<file path="config.mk">
export PLATFORM = sky130hd
export DESIGN_NAME = sub_nibbles_ctrl_flat
export DESIGN_NICKNAME = d
export VERILOG_FILES = /design/src/rtl/ssaes_pkg.sv /design/src/rtl/sub_nibbles_ctrl_if.sv /design/src/rtl/sn_tag_pipe.sv /design/src/rtl/sub_nibbles_ctrl.sv /design/src/flat_wrapper.sv
export SDC_FILE = /design/constraint.sdc
export NUM_CORES = 1
export LEC_CHECK = 0
export BUFFER_PORTS_ARGS = -buffer_cell sky130_fd_sc_hd__buf_2
export CAP_MARGIN = 10
export CORE_MARGIN = 5
export CORE_UTILIZATION = 27
export CTS_CLUSTER_SIZE = 10
export DETAILED_ROUTE_END_ITERATION = 7
export PLACE_DENSITY = 0.51
export SLEW_MARGIN = 20
export SYNTH_ARGS = -nofsm -noshare
export SYNTH_HDL_FRONTEND = slang
export SYNTH_SLANG_ARGS = --single-unit
export TNS_END_PERCENT = 20
</file>
<file path="constraint.sdc">
create_clock -name clk -period 2.29 [get_ports clk]
set_input_delay 0.229 -clock clk [delete_from_list [all_inputs] [get_ports clk]]
set_output_delay 0.229 -clock clk [all_outputs]
set_load 0.02 [all_outputs]
</file>
<file path="src/rtl/ssaes_pkg.sv">
// Shared constants and types for the SSAES masked SubBytes sequencing logic.
// Holds widths, the fresh-randomness bit map and the sequencer FSM encoding.
package ssaes_pkg;

    localparam int NIBBLE_W = 4;
    localparam int STATE_W  = 16;
    localparam int RAND_W   = 18;
    localparam int NIBBLES  = STATE_W / NIBBLE_W;
    localparam int IDX_W    = $clog2(NIBBLES);
    localparam int CNT_W    = $clog2(NIBBLES + 1);

    // Each mask field is 2 bits wide, at these LSB offsets within rand_in/sb_rand.
    localparam int RAND_Z0  = 0;
    localparam int RAND_Z1  = 2;
    localparam int RAND_Z2  = 4;
    localparam int RAND_AZ0 = 6;
    localparam int RAND_AZ1 = 8;
    localparam int RAND_AZ2 = 10;
    localparam int RAND_BZ0 = 12;
    localparam int RAND_BZ1 = 14;
    localparam int RAND_BZ2 = 16;

    typedef enum logic [1:0] {
        IDLE  = 2'd0,
        FEED  = 2'd1,
        DRAIN = 2'd2,
        DONE  = 2'd3
    } fsm_e;

endpackage

</file>
<file path="src/rtl/sub_nibbles_ctrl_if.sv">
// Bundle of the request, randomness, SBox-side and result signals of sub_nibbles_ctrl.
// master = environment (requester + SBox), slave = the sequencer itself.
interface sub_nibbles_ctrl_if;
    import ssaes_pkg::*;

    logic                start;
    logic [STATE_W-1:0]  state_a_in;
    logic [STATE_W-1:0]  state_b_in;
    logic [RAND_W-1:0]   rand_in;
    logic                rand_valid;
    logic                rand_ready;
    logic [NIBBLE_W-1:0] sb_a;
    logic [NIBBLE_W-1:0] sb_b;
    logic [RAND_W-1:0]   sb_rand;
    logic [NIBBLE_W-1:0] sb_a_out;
    logic [NIBBLE_W-1:0] sb_b_out;
    logic [STATE_W-1:0]  state_a_out;
    logic [STATE_W-1:0]  state_b_out;
    logic                busy;
    logic                done;

    modport master (
        output start, state_a_in, state_b_in, rand_in, rand_valid, sb_a_out, sb_b_out,
        input  rand_ready, sb_a, sb_b, sb_rand, state_a_out, state_b_out, busy, done
    );

    modport slave (
        input  start, state_a_in, state_b_in, rand_in, rand_valid, sb_a_out, sb_b_out,
        output rand_ready, sb_a, sb_b, sb_rand, state_a_out, state_b_out, busy, done
    );

endinterface

</file>
<file path="src/rtl/sn_tag_pipe.sv">
// Delay line of LAT {valid, idx} tags tracking nibbles in flight through the SBox pipeline.
// Latency LAT cycles, advances every cycle; no backpressure (the SBox cannot stall).
module sn_tag_pipe #(
    parameter int LAT   = 2,
    parameter int IDX_W = 2
) (
    input  logic             clk,
    input  logic             rst_n,
    input  logic             in_vld,
    input  logic [IDX_W-1:0] in_idx,
    output logic             out_vld,
    output logic [IDX_W-1:0] out_idx
);

    logic [LAT-1:0]            vld_q, vld_d;
    logic [LAT-1:0][IDX_W-1:0] idx_q, idx_d;

    always_comb begin
        vld_d    = vld_q;
        idx_d    = idx_q;
        vld_d[0] = in_vld;
        idx_d[0] = in_idx;
        for (int i = 1; i < LAT; i++) begin
            vld_d[i] = vld_q[i-1];
            idx_d[i] = idx_q[i-1];
        end
    end

    always_ff @(posedge clk or negedge rst_n) begin
        if (!rst_n) begin
            vld_q <= '0;
            idx_q <= '0;
        end else begin
            vld_q <= vld_d;
            idx_q <= idx_d;
        end
    end

    assign out_vld = vld_q[LAT-1];
    assign out_idx = idx_q[LAT-1];

endmodule

</file>
<file path="src/rtl/sub_nibbles_ctrl.sv">
// Sequencer feeding a 2-share masked SBox one nibble per cycle and reassembling its outputs.
// Latency NIBBLES+SBOX_LAT+1 cycles start-to-done; each rand_valid=0 cycle in FEED stalls by one.
module sub_nibbles_ctrl
    import ssaes_pkg::*;
#(
    parameter int SBOX_LAT = 2
) (
    input logic               clk,
    input logic               rst_n,
    sub_nibbles_ctrl_if.slave bus
);

    localparam logic [CNT_W-1:0] NIB_CNT = CNT_W'(NIBBLES);
    localparam logic [CNT_W-1:0] ONE     = CNT_W'(1);

    fsm_e               state_q, state_d;
    logic [CNT_W-1:0]   k_q, k_d;
    logic [CNT_W-1:0]   cap_q, cap_d;
    logic [STATE_W-1:0] sh_a_q, sh_a_d;
    logic [STATE_W-1:0] sh_b_q, sh_b_d;
    logic [STATE_W-1:0] out_a_q, out_a_d;
    logic [STATE_W-1:0] out_b_q, out_b_d;
    logic               busy_q, busy_d;
    logic               done_q, done_d;

    logic               issue;
    logic [IDX_W-1:0]   k_idx;
    logic               tag_vld;
    logic [IDX_W-1:0]   tag_idx;

    assign k_idx = k_q[IDX_W-1:0];
    assign issue = bus.rand_valid && (state_q == FEED) && (k_q < NIB_CNT);

    // Share A and share B travel on fully separate gated paths; idle cycles drive zeros.
    assign bus.rand_ready = issue;
    assign bus.sb_a       = issue ? sh_a_q[k_idx*NIBBLE_W +: NIBBLE_W] : '0;
    assign bus.sb_b       = issue ? sh_b_q[k_idx*NIBBLE_W +: NIBBLE_W] : '0;
    assign bus.sb_rand    = issue ? bus.rand_in : '0;

    sn_tag_pipe #(
        .LAT   (SBOX_LAT),
        .IDX_W (IDX_W)
    ) u_tag_pipe (
        .clk     (clk),
        .rst_n   (rst_n),
        .in_vld  (issue),
        .in_idx  (issue ? k_idx : '0),
        .out_vld (tag_vld),
        .out_idx (tag_idx)
    );

    always_comb begin
        state_d = state_q;
        k_d     = k_q;
        cap_d   = cap_q;
        sh_a_d  = sh_a_q;
        sh_b_d  = sh_b_q;
        out_a_d = out_a_q;
        out_b_d = out_b_q;
        busy_d  = busy_q;
        done_d  = 1'b0;

        // Capture runs independently of the FSM so it can overlap issue in FEED.
        if (tag_vld) begin
            out_a_d[tag_idx*NIBBLE_W +: NIBBLE_W] = bus.sb_a_out;
            out_b_d[tag_idx*NIBBLE_W +: NIBBLE_W] = bus.sb_b_out;
            cap_d = cap_q + ONE;
        end

        unique case (state_q)
            IDLE: begin
                if (bus.start) begin
                    state_d = FEED;
                    sh_a_d  = bus.state_a_in;
                    sh_b_d  = bus.state_b_in;
                    k_d     = '0;
                    cap_d   = '0;
                    out_a_d = '0;
                    out_b_d = '0;
                    busy_d  = 1'b1;
                end
            end
            FEED: begin
                if (issue) begin
                    k_d = k_q + ONE;
                    if (k_q == NIB_CNT - ONE) begin
                        state_d = DRAIN;
                    end
                end
            end
            DRAIN: begin
                if (cap_d == NIB_CNT) begin
                    state_d = DONE;
                    busy_d  = 1'b0;
                    done_d  = 1'b1;
                end
            end
            DONE: begin
                state_d = IDLE;
            end
            default: begin
                state_d = IDLE;
            end
        endcase
    end

    always_ff @(posedge clk or negedge rst_n) begin
        if (!rst_n) begin
            state_q <= IDLE;
            k_q     <= '0;
            cap_q   <= '0;
            sh_a_q  <= '0;
            sh_b_q  <= '0;
            out_a_q <= '0;
            out_b_q <= '0;
            busy_q  <= 1'b0;
            done_q  <= 1'b0;
        end else begin
            state_q <= state_d;
            k_q     <= k_d;
            cap_q   <= cap_d;
            sh_a_q  <= sh_a_d;
            sh_b_q  <= sh_b_d;
            out_a_q <= out_a_d;
            out_b_q <= out_b_d;
            busy_q  <= busy_d;
            done_q  <= done_d;
        end
    end

    assign bus.state_a_out = out_a_q;
    assign bus.state_b_out = out_b_q;
    assign bus.busy        = busy_q;
    assign bus.done        = done_q;

endmodule
</file>
<file path="src/flat_wrapper.sv">
// flat-port wrapper written by rule: the top's interface ports become plain ports
module sub_nibbles_ctrl_flat import ssaes_pkg::*;
#(
    parameter int SBOX_LAT = 2
)
  (clk, rst_n, bus_start, bus_state_a_in, bus_state_b_in, bus_rand_in, bus_rand_valid, bus_sb_a_out, bus_sb_b_out, bus_rand_ready, bus_sb_a, bus_sb_b, bus_sb_rand, bus_state_a_out, bus_state_b_out, bus_busy, bus_done);
  sub_nibbles_ctrl_if bus_i ();
  input logic clk;
  input logic rst_n;
  input wire logic [$bits(bus_i.start)-1:0] bus_start;
  input wire logic [$bits(bus_i.state_a_in)-1:0] bus_state_a_in;
  input wire logic [$bits(bus_i.state_b_in)-1:0] bus_state_b_in;
  input wire logic [$bits(bus_i.rand_in)-1:0] bus_rand_in;
  input wire logic [$bits(bus_i.rand_valid)-1:0] bus_rand_valid;
  input wire logic [$bits(bus_i.sb_a_out)-1:0] bus_sb_a_out;
  input wire logic [$bits(bus_i.sb_b_out)-1:0] bus_sb_b_out;
  output wire logic [$bits(bus_i.rand_ready)-1:0] bus_rand_ready;
  output wire logic [$bits(bus_i.sb_a)-1:0] bus_sb_a;
  output wire logic [$bits(bus_i.sb_b)-1:0] bus_sb_b;
  output wire logic [$bits(bus_i.sb_rand)-1:0] bus_sb_rand;
  output wire logic [$bits(bus_i.state_a_out)-1:0] bus_state_a_out;
  output wire logic [$bits(bus_i.state_b_out)-1:0] bus_state_b_out;
  output wire logic [$bits(bus_i.busy)-1:0] bus_busy;
  output wire logic [$bits(bus_i.done)-1:0] bus_done;
  assign bus_i.start = bus_start;
  assign bus_i.state_a_in = bus_state_a_in;
  assign bus_i.state_b_in = bus_state_b_in;
  assign bus_i.rand_in = bus_rand_in;
  assign bus_i.rand_valid = bus_rand_valid;
  assign bus_i.sb_a_out = bus_sb_a_out;
  assign bus_i.sb_b_out = bus_sb_b_out;
  assign bus_rand_ready = bus_i.rand_ready;
  assign bus_sb_a = bus_i.sb_a;
  assign bus_sb_b = bus_i.sb_b;
  assign bus_sb_rand = bus_i.sb_rand;
  assign bus_state_a_out = bus_i.state_a_out;
  assign bus_state_b_out = bus_i.state_b_out;
  assign bus_busy = bus_i.busy;
  assign bus_done = bus_i.done;
  sub_nibbles_ctrl #(.SBOX_LAT(SBOX_LAT)) u_core (.clk(clk), .rst_n(rst_n), .bus(bus_i));
endmodule
</file>
After elaboration in Yosys (flattened, before gate mapping)
Index checks and enable logic that the tools add are counted.
{"block": "classes", "add_sub_neg": 3, "n_mux": 28, "n_lt_le_gt_ge": 1, "shifts": 5, "eq_ne": 9, "reduce_logical": 9}
{"cell": "16-bit 2-to-1 mux", "count": 6}
{"cell": "4-bit by 34-bit variable part select with 16-bit output", "count": 2}
{"cell": "4-bit negator with 34-bit output", "count": 1}
{"cell": "4-bit by 34-bit variable shift with 16-bit output, first input constant", "count": 1}
{"cell": "16-bit bitwise mux", "count": 2}
{"cell": "16-bit by 5-bit variable part select with 4-bit output", "count": 2}
{"cell": "18-bit 2-to-1 mux", "count": 1}
{"cell": "3-bit 2-to-1 mux", "count": 5}
{"cell": "2-bit 2-to-1 mux", "count": 5}
{"cell": "4-bit 2-to-1 mux", "count": 2}
{"cell": "2-bit case mux with 4 select lines", "count": 1}
{"cell": "3-bit by 1-bit adder with 3-bit output, second input constant", "count": 2}
{"cell": "3-bit case mux with 2 select lines", "count": 1}
{"cell": "3-bit AND reduction", "count": 2}
{"cell": "2-bit == test, second input constant", "count": 2}
{"cell": "1-bit 2-to-1 mux", "count": 4}
{"cell": "2-bit by 1-bit != test with 1-bit output, second input constant", "count": 2}
{"cell": "2-bit != test, second input constant", "count": 2}
{"cell": "4-bit AND reduction", "count": 1}
{"cell": "2-bit nonzero test", "count": 2}
{"cell": "3-bit by 2-bit == test with 1-bit output, second input constant", "count": 1}
{"cell": "3-bit == test, second input constant", "count": 1}
{"cell": "3-bit less-than comparator, second input constant", "count": 1}
{"cell": "2-bit by 1-bit == test with 1-bit output, second input constant", "count": 1}
{"cell": "other kinds (4)", "count": 5}
{"block": "totals", "register_bits": 80, "input_bits": 62, "output_inout_bits": 61, "wordCells": 67}

Logic depth before layout (Yosys ltp)
Gate-level depths: netlist of run 1.
{"block": "logic_depth", "word_depth": 6, "depth_mapped": 7, "mapped_depth_nobuf": 6}

Cells and area by module
Synthesis of run 1 repeated with hierarchy kept, for this count alone.
{"block": "unflattened", "hier_cells": 293, "hier_area_um2": 3671.0}
{"module": "sub_nibbles_ctrl", "area_per_inst_um2": 3520.9, "seq_area_each_um2": 1851.8, "instances": 1, "cells_each": 287}
{"module": "sn_tag_pipe", "area_per_inst_um2": 150.1, "seq_area_each_um2": 150.1, "instances": 1, "cells_each": 6}

Worst setup path after synthesis of run 1
Ideal clock, no wire load.
{"block": "synth_path", "kind": "register -> register", "from": "register u_core.u_tag_pipe.idx_q, in the netlist u_core.u_tag_pipe.out_idx[0]", "to": "register u_core.out_a_q[0] (netlist: u_core.bus.state_a_out[0])", "slack_ps": 543, "stages_incl_launch_ff": 6, "required_time_ps": 2217, "arrival_time_ps": 1674, "path_cell_list": "dfrtp_1 > inv_2 > ha_1 > nor4b_4 > a22oi_1 > nor2_1"}
{"block": "synth_between", "elab_chain_len": 6, "word_cells_on_any_way": 7, "cone_classes": "add/sub (1); shift (2); mux (4)"}
{"element": "from (decl)", "line_no": "sn_tag_pipe.sv:16", "rtl": "logic [LAT-1:0][IDX_W-1:0] idx_q, idx_d;"}
{"element": "from (signal assigned)", "line_no": "sn_tag_pipe.sv:35", "rtl": "idx_q <= idx_d;"}
{"element": "4-bit negator with 34-bit output (*)", "line_no": "sub_nibbles_ctrl.sv:65", "rtl": "out_a_d[tag_idx*NIBBLE_W +: NIBBLE_W] = bus.sb_a_out;"}
{"element": "4-bit by 34-bit variable part select with 16-bit output or 4-bit by 34-bit variable shift with 16-bit output (tied branches)", "line_no": "sub_nibbles_ctrl.sv:65"}
{"element": "16-bit bitwise mux (*)", "line_no": "sub_nibbles_ctrl.sv:65"}
{"element": "16-bit 2-to-1 mux (*)", "line_no": "sub_nibbles_ctrl.sv:64", "rtl": "if (tag_vld) begin"}
{"element": "16-bit 2-to-1 mux", "line_no": "sub_nibbles_ctrl.sv:72", "rtl": "if (bus.start) begin"}
{"element": "16-bit 2-to-1 mux (*)", "line_no": "sub_nibbles_ctrl.sv:70", "rtl": "unique case (state_q)"}
{"element": "named net u_core.out_a_d[0]", "line_no": "sub_nibbles_ctrl.sv:21", "rtl": "logic [STATE_W-1:0] out_a_q, out_a_d;"}
{"element": "to (signal assigned)", "line_no": "sub_nibbles_ctrl.sv:124", "rtl": "out_a_q <= out_a_d;"}
{"element": "to (decl)", "line_no": "sub_nibbles_ctrl.sv:21"}
The timed path passes the listed nets; every way through them passes the cells marked *.
A chain may end at the register's enable or synchronous reset.

Worst setup path in the final report of run 1
{"block": "layout_path", "from": "register u_core.state_q[1]", "to": "output port bus_sb_a[3]"}
{"block": "layout_between", "elab_chain_len": 4}
{"element": "from (decl)", "line_no": "sub_nibbles_ctrl.sv:16", "rtl": "fsm_e state_q, state_d;"}
{"element": "from (signal assigned)", "line_no": "sub_nibbles_ctrl.sv:119", "rtl": "state_q <= state_d;"}
{"element": "2-bit by 1-bit == test with 1-bit output", "line_no": "sub_nibbles_ctrl.sv:32", "rtl": "assign issue = bus.rand_valid && (state_q == FEED) && (k_q < NIB_CNT);"}
{"element": "1-bit logical AND (2 in series)", "line_no": "sub_nibbles_ctrl.sv:32"}
{"element": "4-bit 2-to-1 mux", "line_no": "sub_nibbles_ctrl.sv:36", "rtl": "assign bus.sb_a = issue ? sh_a_q[k_idx*NIBBLE_W +: NIBBLE_W] : '0;"}
{"element": "to (decl)", "line_no": "flat_wrapper.sv:18", "rtl": "output wire logic [$bits(bus_i.sb_a)-1:0] bus_sb_a;"}
Every way passes these cells.

==> results of run 1 <==
[metal layers]
layer  vias up  global-route usage [%]
li1       1466                       -
met1      1472                    16.2
met2       102                    20.7
met3        10                    3.94
met4         0                    3.15
met5         -                       0
[flip-flops by register name, indices dropped and copies added (netlist names), 3 cells and up]
signal / flops
u_core.bus.state_a_out: 16
u_core.k_q: 3
u_core.cap_q: 3
u_core.sh_a_q: 16
u_core.sh_b_q: 16
u_core.bus.state_b_out: 16
[per-stage QoR]
step	instances	util [%]	power, mW	worst slack, ns	hold WS [ns]
after CTS	672	35.4	5.30	0.0570	0.0716
after global placement	655	33.2	3.83	0.361	0.285
after global routing	672	35.4	5.61	0.0466	0.0859
final	672	35.4	5.23	0.202	0.0849
after detailed placement	655	33.2	3.90	0.261	0.290
after floorplan	363	-	3.38	0.543	-0.0666
[cell usage after synthesis, types with 2 or more instances]
master,instances
nand2_1,102
and2_1,28
xor2_1,2
dfrtp_1,80
and2b_1,2
o21ai_0,3
buf_2,2
mux4_2,8
nor2_1,39
nor3_1,2
nor4b_4,3
inv_1,8
nor4_4,3
a21oi_1,4
buf_6,3
a22oi_1,32
clkbuf_1,8
ha_1,12
[critical path: stages (launching register included)]
cell and delay (ns):
dfrtp_1 0.39, inv_1 0.11, ha_2 0.24, inv_1 0.10
nor2_2 0.16, buf_6 0.18, and2_1 0.17, buf_2 0.17
[final cells by class]
type	instances	share of cell area [%]
inverters	9	0.689
clock inverters	3	0.306
well taps	180	4.60
repair buffers	130	14.4
multi-input cells	257	33.7
flip-flops and latches	80	40.8
clock buffers	13	5.51
[kinds of logic (layout without fill, tap and decap cells)]
logic type / Yosys count / in the layout
adder cells (fa/ha/maj): 12 / 12
flip-flops: 80 / 80
AO/OA/AOI/OAI: 46 / 46
multiplexers: 10 / 10
AND/OR/NAND/NOR: 186 / 186
XOR/XNOR: 3 / 3
buffers and inverters: 26 / 155
[power by group through the flow]
| stage | combinational, mW | clock, mW | sequential, mW |
|---|---|---|---|
| floorplan | 1.29 | 0 | 2.09 |
| global placement | 1.75 | 0 | 2.07 |
| detailed placement | 1.80 | 0 | 2.10 |
| CTS | 1.81 | 1.41 | 2.07 |
| global route | 2.03 | 1.45 | 2.13 |
| finish | 1.79 | 1.37 | 2.07 |
[what timing repair did]
item / CTS / global route
resized for setup: 0 / 3
hold endpoints to repair: 45 / 0
endpoints found under the setup margin: 0 / 11
hold buffers: 1 / 0
[worst max path at each step]
| stage | startpoint | endpoint | slack [ns] | cells after the start |
|---|---|---|---|---|
| detailed placement | u_core.u_tag_pipe.out_idx[0] | u_core.bus.state_b_out[0] | 0.26 | 6 |
| global route | u_core.state_q[1] | bus_sb_a[3] | 0.05 | 7 |
| CTS | u_core.state_q[1] | bus_sb_a[3] | 0.06 | 7 |
| finish | u_core.state_q[1] | bus_sb_a[3] | 0.20 | 7 |
| floorplan | u_core.u_tag_pipe.out_idx[0] | u_core.bus.state_a_out[0] | 0.54 | 5 |
| global placement | u_core.u_tag_pipe.out_idx[0] | u_core.bus.state_a_out[11] | 0.36 | 6 |
==> metrics.md, run 1 <==
| Metric | Value |
|---|---|
| Number of flops mapped to enable cells by yosys | 0 |
| Most used cells in the layout excluding fill and tap cells | buf_2, nand2_1, dfrtp_1 |
| Worst Hold Class | in -> reg |
| Fin. max-slew vios | 0 |
| Reg area | 0.00200 mm^2 |
| Final Hold Vio Count | 0 |
| Final Cell Area | just under 0.005 mm^2 |
| HPWL after detailed placement | approximately 7200 um |
| Mean Syn Cell Area | approximately 10 um^2 |
| R2r setup slk | around 0.25 ns |
| FF-to-FF Start | u_core.u_tag_pipe.out_idx[0] |
| Largest net degree at the start of global routing | around 70 |
| Area grow syn2layout | 28.9% |
| Pwr Density | roughly 1100 mW/mm^2 |
| Reg-to-reg critical path endpoint | u_core.bus.state_b_out[0] |
| Starting Density | 27.5% |
| Core box area | between 0.01 and 0.015 mm^2 |
| Leakage | around 2.6 nW |
| Fraction of layout cells with a size suffix above 1 | between 30% and 40% |
| Die width | between 100 and 150 um |
| Synth area leader | dfrtp_1 |
| Clock Path Buffers | 2 |
| Sink Count | 80 |
| Syn Std Cell Area | 0.00380 mm^2 |
| Cell variety after synth | 40 |
| Reg2reg path depth | 6 |
| Hold wc startpoint | bus_state_b_in[9] |
| Startpoint Class | flop |
| Die Area | between 0.015 and 0.02 mm^2 |
| Post-CTS Setup Bufs | 0 |
| Total GRT Usage | approximately 13% |
| Global route overflow | 0 |
| CP Data Required Time | about 2.1 ns |
| Switch share | a little over a third |
| Area of the multi-input gates | 0.00165 mm^2 |
| Synth warn | 0 |
| Ys async rst share | 100% |
| Setup TNS | 0 ns |
| Mapped Cells | around 360 |
| Worst path arrival time | approximately 1.9 ns |
| Reg clk slew, reported paths | around 0.060 ns |
| Worst setup EP type | primary output |
| Number of vias per cell | 4.54 |
| Die Y | between 100 and 150 um |
| Hold endpoint | u_core.sh_b_q[9] |
| Number of global-route vias before repair | ~3300 |
| IO Port Bufs | roughly 120 |
| Largest family of logic cells by synthesized area | simple AND/OR/NAND/NOR gates |
| H-tree depth | 3 |
| Synth Area in Adders | 3.95% |
| CTS root buffer | clkbuf_16 |
| CP Max Fanout | 13 |
| Compound-Gate Fraction of Synth Area | 8.89% |
| Filler cells | between 1000 and 1500 |
| Mux contribution to synthesized area | between 5 and 6% |
| Drt initial violations | roughly 240 |
| DP Area | ~0.0046 mm^2 |
| Type of the worst setup path | reg -> out |
| FP Rows | between 40 and 50 |
| RSZ-0062 raised after global routing | no |
| Slew HR | just under 60% |
| Clock power frac | 26.2% |
| Peak supply drop | between 0.0004 and 0.0005 V |
| Drt first pass iters | 4 |
| DRC errors left | 0 |
| Cts bufs inserted | 9 |
| Synth top area share | 52.7% |
| Hold Path Depth | 3 |
| Syn_nets | about 440 |
| Initial antenna violation count | 0 |
| DRT met1 WL | between 4000 and 5000 um |
| Post-synthesis xor/xnor area fraction | less than 1% |
| Most common cell after layout, fill and taps aside | buf_2 |
| WL met2 | around 4800 um |
| GPL Wtd Cong | 0.757 |
| Dominant cells by area after synthesis | dfrtp_1, nand2_1, a22oi_1 |
| Skew-Pair Late Insertion Delay | ~0.33 ns |
| Commonest register cell after synthesis | dfrtp_1 |
| Ant. Diodes | 0 |
| Max Cap Viol | 0 |
| # IOs | 123 |
| Drt wl/cell | 14.9 um |
| Register area share after synthesis | a little over half |
| CTS tree | done |
| Status | completed |
| Gate power share | 34.2% |
| Simple-gate portion of the synthesized area | about a quarter |
| Final setup viols | 0 |
| P_sw | 1.84 mW |
| Yosys reg bits | 80 |
| First-pass GRT wire length | ~17000 um |
| Worst slew pin tran | 0.635 ns |
| Routed via count | 3050 |
| Final min period | between 2 and 2.5 ns |
| Highest clock rate | approximately 0.48 GHz |
| Clock skew | around 0.0042 ns |
| Post-route ant nets | 0 |
| Final period util | between 90% and 100% |
| Met3 wire len | between 600 and 700 um |
| Total Wirelength | 10000 um |
| Max Used Layer | met4 |
| Internal | between 3 and 4 mW |
| Final nets | 561 |
| Flop pwr share | 39.6% |
Note: power is estimated with default switching activity, not from simulation.
==> run 2: changes to the inputs <==
--- a/config.mk
+++ b/config.mk
@@ -7,8 +7,10 @@
 export LEC_CHECK = 0
 export BUFFER_PORTS_ARGS = -buffer_cell sky130_fd_sc_hd__buf_2
 export CAP_MARGIN = 10
+export CORE_ASPECT_RATIO = 1.1
 export CORE_MARGIN = 5
 export CORE_UTILIZATION = 27
+export CTS_CLUSTER_DIAMETER = 100
 export CTS_CLUSTER_SIZE = 10
 export DETAILED_ROUTE_END_ITERATION = 7
 export PLACE_DENSITY = 0.51
==> run 2 against run 1 <==
Against the previous run:
- via count down 1.3%
- sequential power hardly changed
- register-to-register slack about the same
- global-route usage shrank 0.26 points
- clock skew about the same
- combinational power down 2%
- non-clock buffer count up 2
- highest routed layer unchanged
- power is 1.2% lower
==> metrics.md, run 2 (synthesized netlist as in run 1, its figures left out) <==
| Metric | Value |
|---|---|
| Status | completed (unchanged) |
| Area of the multi-input gates | 0.00165 mm^2 (about the same) |
| Most common cell after layout, fill and taps aside | buf_2 (unchanged) |
| Routed via count | 3011 (was 3050) |
| CTS tree | done (unchanged) |
| Starting Density | 27.6% (was 27.5%) |
| Post-route ant nets | 0 (unchanged) |
| GPL Wtd Cong | 0.805 (was 0.757) |
| Number of global-route vias before repair | 3156 (was 3334) |
| Worst path arrival time | 1.91 ns (was 1.86 ns) |
| Drt initial violations | 161 (was 235) |
| Global route overflow | 0 (unchanged) |
| Final period util | 93.3% (was 91.2%) |
| Fin. max-slew vios | 0 (unchanged) |
| Cells along the critical path | inv_1 > ha_2 > inv_1 > nor2_1 > buf_4 > and2_1 > buf_2 (was inv_1 > ha_2 > inv_1 > nor2_2 > buf_6 > and2_1 > buf_2) |
| Filler cells | 1431 (was 1418) |
| Ant. Diodes | 0 (unchanged) |
| Worst Hold Class | in -> reg (unchanged) |
| Die width | 123 um (was 129 um) |
| First-pass GRT wire length | 16200 um (was 16700 um) |
| Clock Path Buffers | 2 (unchanged) |
| Drt wl/cell | 14.4 um (was 14.9 um) |
| Clock skew | 0.00415 ns (was 0.00423 ns) |
| Largest net degree at the start of global routing | 45 (was 69) |
| Type of the worst setup path | reg -> out (unchanged) |
| DP Area | 0.00461 mm^2 (was 0.00460 mm^2) |
| # IOs | 123 (unchanged) |
| Sink Count | 80 (unchanged) |
| Hold endpoint | u_core.sh_a_q[9] (was u_core.sh_b_q[9]) |
| Final Cell Area | 0.00490 mm^2 (about the same) |
| Setup TNS | 0 ns (unchanged) |
| Slew HR | 62.1% (was 57.7%) |
| Post-CTS Setup Bufs | 0 (unchanged) |
| Hold Path Depth | 3 (unchanged) |
| Highest clock rate | 0.468 GHz (was 0.479 GHz) |
| Fraction of layout cells with a size suffix above 1 | 34.4% (was 34.1%) |
| Worst setup EP type | primary output (unchanged) |
| Total GRT Usage | 12.4% (was 12.6%) |
| Slowest-stage cell, CP | dfrtp_1 (unchanged) |
| RSZ-0062 raised after global routing | no (unchanged) |
| Slowest stage delay, CP | 0.40 ns (was 0.39 ns) |
| Reg2reg path depth | 6 (unchanged) |
| Final Util | 35.5% (was 35.4%) |
| Die Area | 0.0166 mm^2 (about the same) |
| Core box area | 0.0138 mm^2 (about the same) |
| Die Y | 134 um (was 129 um) |
| Skew-Pair Late Insertion Delay | 0.33 ns (about the same) |
| FF-to-FF Start | u_core.u_tag_pipe.out_idx[0] (unchanged) |
| Hold wc startpoint | bus_state_a_in[9] (was bus_state_b_in[9]) |
| IO Port Bufs | 122 (unchanged) |
| Final min period | 2.14 ns (was 2.09 ns) |
| CP bufs+invs | 4 (unchanged) |
| Max Cap Viol | 0 (unchanged) |
| Crit-path most repeated cell | inv_1 (unchanged) |
| Total Wirelength | 9850 um (was 10000 um) |
| Final setup viols | 0 (unchanged) |
| Pwr Density | 1050 mW/mm^2 (was 1070 mW/mm^2) |
| Leakage | 2.61 nW (was 2.62 nW) |
| CTS root buffer | clkbuf_16 (unchanged) |
| Cts bufs inserted | 9 (unchanged) |
| Reg-to-reg critical path endpoint | u_core.bus.state_a_out[8] (was u_core.bus.state_b_out[0]) |
| CP Data Required Time | 2.06 ns (about the same) |
| Peak supply drop | 0.000454 V (was 0.000433 V) |
| Initial antenna violation count | 0 (unchanged) |
| Startpoint Class | flop (unchanged) |
| Drt first pass iters | 4 (unchanged) |
| Final nets | 563 (was 561) |
| Final Hold Vio Count | 0 (unchanged) |
| HPWL after detailed placement | 7170 um (was 7230 um) |
| R2r setup slk | 0.25 ns (about the same) |
| Most used cells in the layout excluding fill and tap cells | buf_2, nand2_1, dfrtp_1 (unchanged) |
| FP Rows | 45 (was 43) |
| Worst slew pin tran | 0.569 ns (was 0.635 ns) |
| Reg area | 0.00200 mm^2 (about the same) |
| Number of vias per cell | 4.41 (was 4.54) |
| DRC errors left | 0 (unchanged) |
| CP Max Fanout | 22 (was 13) |
| Area grow syn2layout | 28.9% (about the same) |
| Delay-heaviest family, CP | buffers and inverters (unchanged) |
| Reg clk slew, reported paths | 0.06 ns (about the same) |
| H-tree depth | 3 (unchanged) |
[run 2: cell types whose count changed in the layout (fill, tap and decap cells not counted), sizes merged]
cell	previous run	this run
buf	129	131
clkbuf	13	11
clkinv	3	5
[run 2: per-stage QoR]
step	std cells	setup WS (ns)	power, mW	hold WS, ns
2_1_floorplan	363	0.543	3.38	-0.0666
3_3_place_gp	665	0.332	3.84	0.234
3_5_place_dp	665	0.228	3.89	0.239
4_1_cts	682	0.0570	5.25	0.0683
5_1_grt	682	0.0138	5.56	0.0731
6_report	682	0.153	5.16	0.0814
[run 2: routing by layer]
layer | wire length, um | up-vias | track usage, % | part of all wire [%]
li1 | - | 1463 | - | -
met1 | 4360 | 1446 | 15.5 | 44
met2 | 4680 | 95 | 20.4 | 47
met3 | 741 | 7 | 4.64 | 7.5
met4 | 68 | 0 | 2.22 | 0.69
met5 | 0 | - | 0 | 0
[run 2: timing repair]
action                     in CTS  in global routing
hold endpoints to repair       36                  0
resized for setup               0                  2
setup endpoints to repair       0                 21
hold buffers                    1                  0
[run 2: worst max-delay path by stage]
stage	from	end	slack [ns]	cells past startpoint
4_1_cts	u_core.k_q[0]	bus_sb_a[1]	0.06	4
3_3_place_gp	u_core.u_tag_pipe.out_idx[0]	u_core.bus.state_b_out[10]	0.33	6
3_5_place_dp	u_core.u_tag_pipe.out_idx[0]	u_core.bus.state_b_out[11]	0.23	6
6_report	u_core.state_q[1]	bus_sb_a[2]	0.15	7
2_1_floorplan	u_core.u_tag_pipe.out_idx[0]	u_core.bus.state_a_out[0]	0.54	5
5_1_grt	u_core.state_q[1]	bus_sb_a[2]	0.01	7
[run 2: layout make-up]
type	instances	share of cell area, %
Sequential cell	80	40.9
Multi-Input combinational cell	257	33.6
Timing Repair Buffer	132	14.4
Clock buffer	11	4.96
Tap cell	188	4.80
Inverter	9	0.690
Clock inverter	5	0.664
[run 2: power by group]
| part | switching (mW) | internal (mW) | total, mW |
|---|---|---|---|
| registers | 0.269 | 1.82 | 2.08 |
| clock network | 0.568 | 0.762 | 1.33 |
| logic | 0.997 | 0.753 | 1.75 |
| total | 1.83 | 3.33 | 5.16 |
[run 2: worst register-to-register path: cells and delay by family, from the launching register on]
family | cells | cell delay [ns]
buffers and inverters | 1 | 0.18
AOI/OAI and AO/OA | 1 | 0.13
adders and majority gates | 1 | 0.47
and+or+nand+nor | 3 | 0.68
DFF | 1 | 0.51
==> run 3: changes to the inputs <==
--- a/config.mk
+++ b/config.mk
@@ -6,14 +6,17 @@
 export NUM_CORES = 1
 export LEC_CHECK = 0
 export BUFFER_PORTS_ARGS = -buffer_cell sky130_fd_sc_hd__buf_2
-export CAP_MARGIN = 10
+export CAP_MARGIN = 20
+export CELL_PAD_IN_SITES_DETAIL_PLACEMENT = 2
+export CELL_PAD_IN_SITES_GLOBAL_PLACEMENT = 2
 export CORE_ASPECT_RATIO = 1.1
 export CORE_MARGIN = 5
 export CORE_UTILIZATION = 27
 export CTS_CLUSTER_DIAMETER = 100
 export CTS_CLUSTER_SIZE = 10
 export DETAILED_ROUTE_END_ITERATION = 7
-export PLACE_DENSITY = 0.51
+export PLACE_DENSITY = 0.74
+export RECOVER_POWER = 50
 export SLEW_MARGIN = 20
 export SYNTH_ARGS = -nofsm -noshare
 export SYNTH_HDL_FRONTEND = slang
==> run 3 against run 2 <==
Against the previous run:
- sequential power is essentially flat
- power increased by 4.9%
- worst setup slack improved by 0.014 ns
- non-clock buffer count unchanged
- utilization is essentially flat
- final cell count fell by 0.29%
- global-route usage up 2.3 points
- fmax up 0.67%
- critical path type unchanged
- critical endpoint is now bus_sb_rand[0]
==> metrics.md, run 3 (synthesized netlist as in run 1, its figures left out) <==
| Metric | Value |
|---|---|
| FP Rows | 45 (unchanged) |
| Cts bufs inserted | 9 (unchanged) |
| Final Cell Area | 0.00489 mm^2 (was 0.00490 mm^2) |
| Reg-to-reg critical path endpoint | u_core.bus.state_a_out[3] (was u_core.bus.state_a_out[8]) |
| Hold Path Depth | 3 (unchanged) |
| Setup TNS | 0 ns (unchanged) |
| Drt initial violations | 152 (was 161) |
| Max Cap Viol | 0 (unchanged) |
| IO Port Bufs | 122 (unchanged) |
| R2r setup slk | 0.23 ns (was 0.25 ns) |
| Total Wirelength | 11600 um (was 9850 um) |
| RSZ-0062 raised after global routing | no (unchanged) |
| Core box area | 0.0138 mm^2 (unchanged) |
| Filler cells | 1521 (was 1431) |
| Die width | 123 um (unchanged) |
| Sink Count | 80 (unchanged) |
| Largest net degree at the start of global routing | 69 (was 45) |
| Leakage | 2.48 nW (was 2.61 nW) |
| CTS tree | done (unchanged) |
| # IOs | 123 (unchanged) |
| Drt first pass iters | 4 (unchanged) |
| Worst Hold Class | in -> reg (unchanged) |
| First-pass GRT wire length | 19000 um (was 16200 um) |
| Final setup viols | 0 (unchanged) |
| Total GRT Usage | 14.7% (was 12.4%) |
| Worst setup EP type | primary output (unchanged) |
| Die Area | 0.0166 mm^2 (unchanged) |
| Final Hold Vio Count | 0 (unchanged) |
| Clock skew | 0.00528 ns (was 0.00415 ns) |
| Global route overflow | 0 (unchanged) |
| H-tree depth | 3 (unchanged) |
| Reg clk slew, reported paths | 0.06 ns (about the same) |
| Setup WS pre-CTS | 0.105 ns (was 0.228 ns) |
| Fin. max-slew vios | 0 (unchanged) |
| CP Data Required Time | 2.06 ns (about the same) |
| Drt wl/cell | 17.1 um (was 14.4 um) |
| DP Area | 0.00461 mm^2 (unchanged) |
| Hold wc startpoint | bus_state_b_in[8] (was bus_state_a_in[9]) |
| Most used cells in the layout excluding fill and tap cells | nand2_1, buf_2, dfrtp_1 (was buf_2, nand2_1, dfrtp_1) |
| Clock Path Buffers | 2 (unchanged) |
| Number of vias per cell | 4.65 (was 4.41) |
| GPL Wtd Cong | 0.769 (was 0.805) |
| Status | completed (unchanged) |
| Post-route ant nets | 0 (unchanged) |
| Worst path arrival time | 1.89 ns (was 1.91 ns) |
| Setup WS post-layout | 0.167 ns (was 0.153 ns) |
| Skew-Pair Late Insertion Delay | 0.33 ns (about the same) |
| Worst slew pin tran | 1.17 ns (was 0.569 ns) |
| Final period util | 92.7% (was 93.3%) |
| Peak supply drop | 0.000577 V (was 0.000454 V) |
| Slew HR | 21.9% (was 62.1%) |
| Starting Density | 27.6% (unchanged) |
| CP Max Fanout | 17 (was 22) |
| Count of non-filler cells in the finished layout | 680 (was 682) |
| Pwr Density | 1110 mW/mm^2 (was 1050 mW/mm^2) |
| Final min period | 2.12 ns (was 2.14 ns) |
| Most common cell after layout, fill and taps aside | nand2_1 (was buf_2) |
| Hold endpoint | u_core.sh_b_q[8] (was u_core.sh_a_q[9]) |
| Initial antenna violation count | 0 (unchanged) |
| CTS root buffer | clkbuf_16 (unchanged) |
| Fraction of layout cells with a size suffix above 1 | 27.2% (was 34.4%) |
| Ant. Diodes | 0 (unchanged) |
| Highest clock rate | 0.471 GHz (was 0.468 GHz) |
| HPWL after detailed placement | 8560 um (was 7170 um) |
| Placed cell count | 663 (was 665) |
| DRC errors left | 0 (unchanged) |
| Routed via count | 3165 (was 3011) |
| Hold_ws | 0.0850 ns (was 0.0814 ns) |
| Final nets | 563 (unchanged) |
| Area grow syn2layout | 28.7% (was 28.9%) |
| FF-to-FF Start | u_core.u_tag_pipe.out_idx[0] (unchanged) |
| Type of the worst setup path | reg -> out (unchanged) |
| Crit. Startpoint | u_core.state_q[1] (unchanged) |
| Number of global-route vias before repair | 3559 (was 3156) |
| Reg2reg path depth | 6 (unchanged) |
| Die Y | 134 um (unchanged) |
| Startpoint Class | flop (unchanged) |
## run 3: cell types whose count changed in the layout (fill, tap and decap cells not counted), sizes merged
| cell | previous run | this run |
|---|---|---|
| buf | 131 | 95 |
| clkbuf | 11 | 47 |
| clkinv | 5 | 1 |
| bufinv | 0 | 2 |
## run 3: through the flow
| stage | total power [mW] | utilization (%) |
|---|---|---|
| 2_1_floorplan | 3.38 | - |
| 3_3_place_gp | 3.86 | 33.4 |
| 3_5_place_dp | 3.99 | 33.4 |
| 4_1_cts | 5.54 | 35.7 |
| 5_1_grt | 5.81 | 35.5 |
| 6_report | 5.42 | 35.5 |
## run 3: how the worst max path moves through the flow
stage                                endpoint  cells past startpoint
floorplan           u_core.bus.state_a_out[0]                      5
global placement    u_core.bus.state_a_out[0]                      6
detailed placement  u_core.bus.state_a_out[3]                      6
CTS                            bus_sb_rand[0]                      7
global route                 u_core.sh_a_q[2]                      3
finish                         bus_sb_rand[0]                      7
## run 3: final cells by class
| cell class | instances | area, um^2 | share of cell area, % |
|---|---|---|---|
| repair buffers | 132 | 662 | 13.5 |
| clock inverters | 3 | 68.8 | 1.41 |
| well taps | 188 | 235 | 4.81 |
| inverters | 9 | 33.8 | 0.691 |
| flip-flops and latches | 80 | 2000 | 40.9 |
| multi-input cells | 257 | 1660 | 33.9 |
| clock buffers | 11 | 233 | 4.76 |
## run 3: power breakdown
group	total, mW	switching (mW)	internal, mW
clock network	1.50	0.555	0.946
logic	1.85	1.10	0.745
registers	2.07	0.258	1.81
total	5.42	1.91	3.50
## run 3: worst max-delay path, cell delays in order, from the launching register on
cell     delay (ns)
dfrtp_1        0.39
inv_1          0.11
ha_2           0.23
inv_1          0.12
nor2_4         0.21
buf_6          0.18
and2_1         0.14
buf_2          0.17
## run 3: per-layer routing
layer,global-route usage [%],vias up,share of wire (%)
met3,3.29,13,4.8
met1,17.6,1608,42
met2,25.7,82,52
met5,0,-,0
li1,-,1462,-
met4,4.98,0,1.4
## run 3: repair_timing
item / in CTS / in global routing
hold endpoints to repair: 45 / 0
pin swaps: 0 / 1
setup endpoints to repair: 23 / 28
hold buffers: 1 / 0
gates resized for setup: 1 / 3
buffers inserted: 0 / 2
